`config.mk`:
```
export PLATFORM = sky130hd
export DESIGN_NAME = barrel_shifter_pipe
export DESIGN_NICKNAME = d
export VERILOG_FILES = /design/src/rtl/barrel_shifter_pipe.sv
export SDC_FILE = /design/constraint.sdc
export NUM_CORES = 1
export LEC_CHECK = 0
export CAP_MARGIN = 20
export CORE_MARGIN = 5
export CORE_UTILIZATION = 30
export CTS_BUF_LIST = sky130_fd_sc_hd__clkbuf_16
export DETAILED_ROUTE_END_ITERATION = 12
export SLEW_MARGIN = 40
export SYNTH_ARGS = -nofsm -noshare
export SYNTH_HDL_FRONTEND = slang
export SYNTH_SLANG_ARGS = --single-unit
```
`constraint.sdc`:
```
create_clock -name clk -period 2.7 [get_ports clk]
set_clock_uncertainty 0.2 [all_clocks]
set_input_delay 0.405 -clock clk [delete_from_list [all_inputs] [get_ports clk]]
set_output_delay 0.405 -clock clk [all_outputs]
set_load 0.01 [all_outputs]
```
`src/rtl/barrel_shifter_pipe.sv`:
```
// Pipelined shift/rotate unit: one register stage per shift-amount bit.
// Stage k applies a shift of 2^k when bit k of the carried shift amount is set.
// Modes: ROL, ROR, SHL (zero fill), ASR (fill with the operand's original sign).
// All stages advance together under a single stall signal, and bubbles are kept.
module barrel_shifter_pipe #(
    parameter  int WIDTH = 8,
    localparam int SHW   = $clog2(WIDTH)
) (
    input  logic             clk,
    input  logic             rst,
    input  logic             in_valid,
    output logic             in_ready,
    input  logic [WIDTH-1:0] in_data,
    input  logic [SHW-1:0]   in_shift,
    input  logic [1:0]       in_mode,
    output logic             out_valid,
    input  logic             out_ready,
    output logic [WIDTH-1:0] out_data,
    output logic             out_zero
);

    typedef enum logic [1:0] {
        MODE_ROL = 2'b00,
        MODE_ROR = 2'b01,
        MODE_SHL = 2'b10,
        MODE_ASR = 2'b11
    } mode_e;

    // Fixed-distance shift used by one stage. At every call site, amt is a
    // constant 2^k.
    function automatic logic [WIDTH-1:0] shift_step(
        input logic [WIDTH-1:0] d,
        input mode_e            mode,
        input logic             sign,
        input int               amt
    );
        logic [WIDTH-1:0] fill;
        // Ones in the top amt bit positions when the carried sign is set.
        fill = ~({WIDTH{1'b1}} >> amt) & {WIDTH{sign}};
        case (mode)
            MODE_ROL: shift_step = (d << amt) | (d >> (WIDTH - amt));
            MODE_ROR: shift_step = (d >> amt) | (d << (WIDTH - amt));
            MODE_SHL: shift_step = d << amt;
            default:  shift_step = (d >> amt) | fill;
        endcase
    endfunction

    logic             adv;

    // Per-stage inputs: the ports for stage 0, the previous stage's register otherwise.
    logic [WIDTH-1:0] src_data  [SHW];
    logic [SHW-1:0]   src_shift [SHW];
    mode_e            src_mode  [SHW];
    logic [SHW-1:0]   src_sign;
    logic [SHW-1:0]   src_valid;

    logic [WIDTH-1:0] data_d    [SHW];
    logic [WIDTH-1:0] data_q    [SHW];

    // Control that must be carried forward. The last stage has no successor
    // and so keeps no copy.
    logic [SHW-1:0]   shift_q   [SHW-1];
    mode_e            mode_q    [SHW-1];
    logic [SHW-2:0]   sign_q;
    logic [SHW-1:0]   valid_q;
    logic             zero_q;

    // The pipeline advances whenever the output slot is empty or being drained.
    assign adv       = out_ready | ~valid_q[SHW-1];
    assign in_ready  = adv;
    assign out_valid = valid_q[SHW-1];
    assign out_data  = data_q[SHW-1];
    assign out_zero  = zero_q;

    // Route each stage's source beat. The ASR sign is captured here, from the
    // raw operand, and then carried with the beat.
    always_comb begin
        // NOTE: every element is assigned on every pass, so no latch can be inferred.
        src_data[0]  = in_data;
        src_shift[0] = in_shift;
        src_mode[0]  = mode_e'(in_mode);
        src_sign[0]  = in_data[WIDTH-1];
        src_valid[0] = in_valid;
        for (int k = 1; k < SHW; k++) begin
            src_data[k]  = data_q[k-1];
            src_shift[k] = shift_q[k-1];
            src_mode[k]  = mode_q[k-1];
            src_sign[k]  = sign_q[k-1];
            src_valid[k] = valid_q[k-1];
        end
    end

    // Stage k shifts by 2^k when bit k of the carried amount is set.
    always_comb begin
        for (int k = 0; k < SHW; k++) begin
            data_d[k] = src_shift[k][k]
                      ? shift_step(src_data[k], src_mode[k], src_sign[k], 1 << k)
                      : src_data[k];
        end
    end

    // Stage registers move in lockstep on adv and hold otherwise. The zero flag
    // is registered together with the final data.
    always_ff @(posedge clk or posedge rst) begin
        if (rst) begin
            // NOTE: datapath registers are reset as well, so out_data reads 0 out of reset.
            valid_q <= '0;
            zero_q  <= 1'b0;
            for (int k = 0; k < SHW; k++) begin
                data_q[k] <= '0;
            end
            for (int k = 0; k < SHW - 1; k++) begin
                shift_q[k] <= '0;
                mode_q[k]  <= MODE_ROL;
                sign_q[k]  <= 1'b0;
            end
        end else if (adv) begin
            valid_q <= src_valid;
            zero_q  <= (data_d[SHW-1] == '0);
            for (int k = 0; k < SHW; k++) begin
                data_q[k] <= data_d[k];
            end
            for (int k = 0; k < SHW - 1; k++) begin
                shift_q[k] <= src_shift[k];
                mode_q[k]  <= src_mode[k];
                sign_q[k]  <= src_sign[k];
            end
        end
    end

endmodule

```
Word level (Yosys, flattened, before mapping)
Cells that the tools add are included.

word-level totals
  output and inout bits = 11
  logic and storage cells = 37
  input port bits = 17
  register bits after elaboration = 40

cells by class
  muxes and demuxes = 6
  eq/ne operators = 6
  bitwise gates (word level) = 10
  reductions and logical operators = 5

operator list
  operator                                              count
  one-hot mux 8 bit (3 select lines)                    2
  2-to-1 mux 8 bit                                      3
  OR 4 x 8 -> 8 bit                                     2
  OR 6 x 8 -> 8 bit                                     2
  OR 7 x 8 -> 8 bit                                     2
  one-hot mux 8 bit (2 select lines)                    1
  zero test 8 bit                                       1
  OR 8 x 1 -> 8 bit                                     1
  OR 8 x 2 -> 8 bit                                     1
  equality test 2 x 1 -> 1 bit (second input constant)  3
  equality test 2 bit (second input constant)           3
  zero test 2 bit                                       3
  OR reduction 2 bit                                    1
  NOT 1 bit                                             1
  OR 1 bit                                              1

Depth between registers and ports, before layout
Gate-level depths: netlist of run 1.

  depth after elaboration = 5
  mapped depth = 6
  gate-level depth less buffers = 4

Worst setup path after synthesis of run 1
Ideal clock, no wire load.

  kind = register -> register
  start = register mode_q[0] (netlist bit)
  end = register zero_q (netlist: out_zero)
  buffers on the path = 0
  library setup time = 0.067 ns
  required time = 2.433 ns
  clock period less this slack = 1.628 ns
  data arrival time = 1.361 ns
  cell stages (with the launch flop) = 5
  slack = 1.072 ns
  cells stage by stage = dfrtp_1 -> and4_4 -> a311o_1 -> nor4_2 -> a32o_1

on the way
  word-level cells in the longest chain between the ends = 5
  elaborated cells on any way between the ends = 7
  classes of those cells = eq/ne: 2; mux: 2; reduce/logical: 3

RTL lines
  what                                                                    RTL line  RTL
  from (decl)                                                             63        mode_e mode_q [SHW-1];
  from (signal, indexed assignment)                                       125       mode_q[k] <= src_mode[k];
  equality test 2 x 1 -> 1 bit / zero test 2 bit (equally long branches)  40        case (mode)
  OR reduction 2 bit (no source line)                                     n/a
  one-hot mux 8 bit (2 select lines) *                                    40
  2-to-1 mux 8 bit *                                                      97        ? shift_step(src_data[k], src_mode[k], src_sign[k], 1 << k)
  zero test 8 bit *                                                       119       zero_q <= (data_d[SHW-1] == '0);
  to (signal assigned)                                                    119
  to (decl)                                                               66        logic zero_q;

Every way passes the cells marked *; elsewhere a longest branch is shown, timed or not.
A chain may end at the register's enable or synchronous reset.

Worst setup path in the final report of run 1
  start = input port out_ready
  end = output port in_ready

on the way
  word-level cells in the longest chain between the ends = 1

RTL lines
  what         RTL line  RTL
  from (decl)  17        input logic out_ready,
  OR 1 bit     69        assign adv = out_ready | ~valid_q[SHW-1];
  to (decl)    12        output logic in_ready,

Every way passes these cells.

==> qor.yml, run 1 <==
status:
  run_status: "complete, no violations"
worst_setup_path:
  arrival_ns: 1.55
  r2r_cells: 4
  crit_end: "in_ready"
  rr_startpoint: "shift_q[2]$_DFFE_PP0P_"
  worstSetupStartpoint: "out_ready"
  reg2reg_slack_ns: 0.73
  worstSetupPathType: "primary input to primary output"
  crit_path_max_fanout: 2
  start_kind: "primary input"
  reg2reg_to: "out_zero$_DFFE_PP0P_"
  worstPathRequired_ns: 2.10
  end_kind: "primary output"
sta:
  tightestPinTransition_ns: 0.552
  rsz0062_at_grt: "false"
  slew_violations: 0
  setup_viol: 0
  worst_slack_ns: 0.541
  hold_viol_final: 0
  hold_ws_ns: 0.258
  max_slew_margin_pct: 63.2
  max_freq_mhz: 463
  fin_crit_sh_pct: 80.0
  period_minus_slack_ns: 2.16
  tns_ns: 0
floorplan:
  fp-row-count: 29
  fp.dieH_um: 90.5
  io_pins: 28
  core_area_um2: 6310
  die_x_um: 90.5
  start_util_pct: 30.8
  die_area_um2: 8190
global_routing:
  antenna_found_initial: 0
  grt_max_degree: 44
  grtUsageTotal_pct: 9.75
  grt_pass1_wl_mm: 6.67
  grt_overflow_total: 0
  grt_pass1_vias: 1420
clocking:
  clockRootBuffer: "clkbuf_16"
  clk_latency_ns: 0.27
  cts_tree: "yes"
  cts_sinks: 37
  cts_resized: 0
  htree_levels: 2
  clkTransAtPathRegs_ns: 0.05
  holdBufCountCts: 0
  numCtsBuffers: 5
  post_cts_buffers: 0
  clock_path_buffers: 2
logic_synthesis:
  yosysSeqAreaShare_pct: 47.6
  synth.distinct_cells: 32
  synth.cell_area_um2: 1940
  synth_common_cells: "71 x nand2_1, 37 x dfrtp_1, 22 x o21ai_1"
  synth_fa_ha_area_share_pct: 0
  synth.top_cell.area_share_pct: 47.6
  synth.mux.area_fraction_pct: 7.21
  synth_compound_area_share_pct: 17.1
  avgSynthCellArea_um2: 8.64
  synth_warnings: 0
  yosys.area_share.simple_pct: 20.5
  synth_top_family_by_area: "simple AND/OR/NAND/NOR gates"
  yosys.area.top_type: "dfrtp_1"
  synth-edff-count: 0
  netlist_instances: 225
  yosys-top-cells-area: "dfrtp_1 48%, nand2_1 14%, mux2i_1 7.2%"
  yosys.area_share.xor_xnor_pct: 0
  syn-num-nets: 242
  yosysMostFrequentCell: "nand2_1"
  ys_ff_latch: 37
  ys.flop_type: "dfrtp_1"
  synth-async-reset-ratio_pct: 100
pwr:
  power.total_mw: 2.29
  power.density_nw_per_um2: 976
  p_leak_nw: 1.04
  peakVddDrop_mv: 0.459
worst_hold_path:
  hp-class: "register to register"
placed_design:
  place.detailed.hpwl_mm: 2.69
  placed_area_um2: 2220
  dp_slack_ns: 0.533
  globalplace.congestion: 0.762
  dp_cells: 311
  port_buffers: 27
routing:
  wire_per_inst_um: 11.7
  drtIter0Drc: 64
  drtAntennaViolNets: 0
  num_vias: 1496
  vias_per_cell: 4.72
  dr.pass1.iters: 4
  drc: 0
  routed_wirelength_mm: 3.70
layout:
  nets: 258
  final-instance-count-excl-fill: 317
  antenna-diode-count: 0
  final_core_util_pct: 37.2
  area_growth_pct: 20.8
  drive_gt1_share_pct: 6.25
  final_area_um2: 2350
run:
  cap_violations: 0
-- critical path: stages --
cell and delay (ns):
clkdlybuf4s50_1 0.50, nor2b_4 0.05, inv_1 0.06, clkdlybuf4s50_1 0.53
-- final cells by class --
type	instances	area [um2]
Fill cell	694	3970
Sequential cell	37	926
Multi-Input combinational cell	161	877
Timing Repair Buffer	31	300
Clock buffer	5	125
Tap cell	77	96.3
Inverter	5	18.8
Clock inverter	1	5.00
-- placed cells by master, fill, tap and decap left out, types with 2 or more instances in the layout --
cell type,n
nand2_1,71
nor2_1,4
dfrtp_1,37
mux2i_1,14
o311ai_1,3
a31oi_1,4
a311oi_1,2
nor2b_1,8
clkdlybuf4s50_1,27
nand2b_1,3
o21ai_0,12
a311o_1,2
clkbuf_16,5
o21ai_1,22
buf_4,4
a21oi_1,3
inv_1,5
-- per-layer routing --
layer | routed length [um] | track usage (%) | up-vias
li1 | - | - | 788
met1 | 1710 | 12.6 | 673
met2 | 1740 | 15.0 | 27
met3 | 198 | 3.08 | 8
met4 | 65 | 4.09 | 0
met5 | 0 | 0 | -
-- power breakdown --
group | internal (mW) | switching, mW | total [mW] | leakage [nW]
Combinational | 0.414 | 0.362 | 0.776 | 0.526
Clock | 0.329 | 0.193 | 0.522 | 0.0655
Sequential | 0.766 | 0.227 | 0.993 | 0.445
Total | 1.51 | 0.782 | 2.29 | 1.04
-- state kept, by name, summed over array words and instances, names as in the netlist --
register  flops
data_q       16
mode_q        4
out_data      8
out_zero      1
shift_q       3
sign_q        2
valid_q       3
-- how the worst min path moves through the flow --
stage                                 from                      to  slack (ns)  depth (start not counted)
finish              valid_q[1]$_DFFE_PP0P_  valid_q[1]$_DFFE_PP0P_        0.26                          2
global route        valid_q[0]$_DFFE_PP0P_  valid_q[0]$_DFFE_PP0P_        0.29                          2
CTS                 valid_q[1]$_DFFE_PP0P_  valid_q[1]$_DFFE_PP0P_        0.27                          2
detailed placement  valid_q[1]$_DFFE_PP0P_  valid_q[1]$_DFFE_PP0P_        0.25                          2
global placement    valid_q[1]$_DFFE_PP0P_  valid_q[1]$_DFFE_PP0P_        0.25                          2
floorplan           valid_q[1]$_DFFE_PP0P_  valid_q[1]$_DFFE_PP0P_        0.23                          2
-- kinds of logic (layout without fill, tap and decap cells) --
| group | Yosys count | count (layout) |
|---|---|---|
| multiplexers | 14 | 14 |
| AO/OA/AOI/OAI | 55 | 55 |
| AND/OR/NAND/NOR | 92 | 92 |
| buffers and inverters | 27 | 42 |
| flip-flops | 37 | 37 |
(Power assumes the default switching activity.)
==> run 2, diff against run 1 <==
==> constraint.sdc (replaced) <==
create_clock -name clk -period 1.8 [get_ports clk]
set_clock_uncertainty 0.2 [all_clocks]
set_input_delay 0.27 -clock clk [delete_from_list [all_inputs] [get_ports clk]]
set_output_delay 0.27 -clock clk [all_outputs]
set_load 0.01 [all_outputs]
==> run 2 against run 1 <==
  * Clock-buffer cell count unchanged
  * Cell area rose by 3.0%
  * Cell count grew 2.2%
  * Via count rose by 3.8%
  * Clock power is 51% higher
  * Utilization increased by 1.1 points
  * Register-to-register slack lost 0.64 ns
  * Non-clock buffer count grew 6
  * Critical path depth did not move
  * Sequential power increased by 46%
  * Wire length decreased by 0.78%
  * Highest routed layer unchanged
==> qor.yml, run 2 (synthesis gave the netlist of run 1 again) <==
layout:
  largest_reg_flops: 16
  area_growth_pct: 24.5
  nFillCells: 682
  antenna-diode-count: 0
  nets: 264
  mostFrequentLayoutCells: "71 x nand2_1, 37 x dfrtp_1, 26 x clkdlybuf4s50_1, 22 x o21ai_1, 14 x mux2i_1"
  largest_register: "data_q"
  final-instance-count-excl-fill: 324
  drive_gt1_share_pct: 8.10
  final_core_util_pct: 38.3
  final_common_cell: "nand2_1"
floorplan:
  fp-row-count: 29
  die_x_um: 90.5
  fp.dieH_um: 90.5
  core_area_um2: 6310
  die_area_um2: 8190
  start_util_pct: 30.8
  io_pins: 28
sta:
  hold_viol_final: 0
  worst_slack_ns: 0.0908
  hold_ws_ns: 0.140
  max_slew_margin_pct: 67.0
  period_minus_slack_ns: 1.71
  slew_violations: 0
  tightestPinTransition_ns: 0.495
  setup_viol: 0
  rsz0062_at_grt: "false"
  max_freq_mhz: 585
  fin_crit_sh_pct: 95.0
routing:
  wire_per_inst_um: 11.3
  routed_wirelength_mm: 3.68
  drtIter0Drc: 70
  drc: 0
  vias_per_cell: 4.79
  drtAntennaViolNets: 0
  dr.pass1.iters: 4
  num_vias: 1553
worst_setup_path:
  r2r_cells: 4
  arrival_ns: 1.72
  worstSetupPathType: "register to register"
  reg2reg_slack_ns: 0.09
  crit_path_max_fanout: 6
  rr_startpoint: "mode_q[0]$_DFFE_PP0P_"
  critPathBufInv: 0
  start_kind: "register"
  worstPathRequired_ns: 1.81
  crit_family: "compound AO/OA/AOI/OAI gates"
  max_stage_delay_ns: 0.42
  critical-path-slowest-cell: "dfrtp_1"
  end_kind: "register"
  cp_cell_sequence: "and4_4 > a311o_1 > nor4_2 > a32o_1"
  reg2reg_to: "out_zero$_DFFE_PP0P_"
clocking:
  clk_latency_ns: 0.27
  cts_tree: "yes"
  numCtsBuffers: 5
  post_cts_buffers: 0
  clockRootBuffer: "clkbuf_16"
  clkTransAtPathRegs_ns: 0.05
  cts_sinks: 37
  htree_levels: 2
  clock_path_buffers: 2
pwr:
  power.total_mw: 3.50
  p_leak_nw: 1.08
  power.density_nw_per_um2: 1450
  peakVddDrop_mv: 0.611
global_routing:
  grt_pass1_wl_mm: 6.66
  grt_overflow_total: 0
  grtUsageTotal_pct: 9.68
  antenna_found_initial: 0
  grt_pass1_vias: 1500
  grt_max_degree: 45
run:
  cap_violations: 0
placed_design:
  place.detailed.hpwl_mm: 2.72
  port_buffers: 27
  dp_slack_ns: -0.106
  dp_cells: 317
  globalplace.congestion: 0.760
status:
  run_status: "complete, no violations"
worst_hold_path:
  hp-class: "primary input to asynchronous set/reset pin"
-- run 2: what timing repair did --
action                                  CTS  global route
resized for setup                         1             0
endpoints found under the setup margin    1             0
hold buffers                              0             0
-- run 2: stage by stage --
stage	cell area, um2	setup TNS (ns)
floorplan	1940	0
global placement	2290	-0.130
detailed placement	2290	-0.172
CTS	2420	0
global route	2420	0
finish	2420	0
-- run 2: worst max-delay path by stage --
stage / start / end / slack, ns / depth (start not counted)
floorplan: mode_q[0]$_DFFE_PP0P_ / out_zero$_DFFE_PP0P_ / 0.17 / 4
global placement: out_ready / in_ready / -0.09 / 4
detailed placement: out_ready / in_ready / -0.11 / 4
CTS: mode_q[0]$_DFFE_PP0P_ / out_zero$_DFFE_PP0P_ / 0.08 / 4
global route: mode_q[0]$_DFFE_PP0P_ / out_zero$_DFFE_PP0P_ / 0.03 / 4
finish: mode_q[0]$_DFFE_PP0P_ / out_zero$_DFFE_PP0P_ / 0.09 / 4
-- run 2: metal layers --
| metal | up-vias | global-route usage [%] | wire, um |
|---|---|---|---|
| met5 | - | 0 | 0 |
| li1 | 803 | - | - |
| met1 | 713 | 11.7 | 1700 |
| met4 | 0 | 3.72 | 61 |
| met2 | 30 | 15.7 | 1730 |
| met3 | 7 | 3.33 | 181 |
-- run 2: power by group --
part           switching [mW]  internal, mW
Clock                   0.295         0.494
Combinational           0.592         0.670
Sequential              0.298          1.15
-- run 2: final cells by class --
class / instances / area (um2) / share of cell area (%)
tap: 77 / 96.3 / 3.98
clock inverter: 2 / 7.51 / 0.310
multi-input combinational: 161 / 877 / 36.2
sequential: 37 / 926 / 38.3
timing repair buffer: 37 / 369 / 15.3
inverter: 5 / 18.8 / 0.776
clock buffer: 5 / 125 / 5.17
-- run 2: worst min-delay path, stage by stage --
cell	delay, ns
clkdlybuf4s50_1	0.39
inv_1	0.09
buf_12	0.22
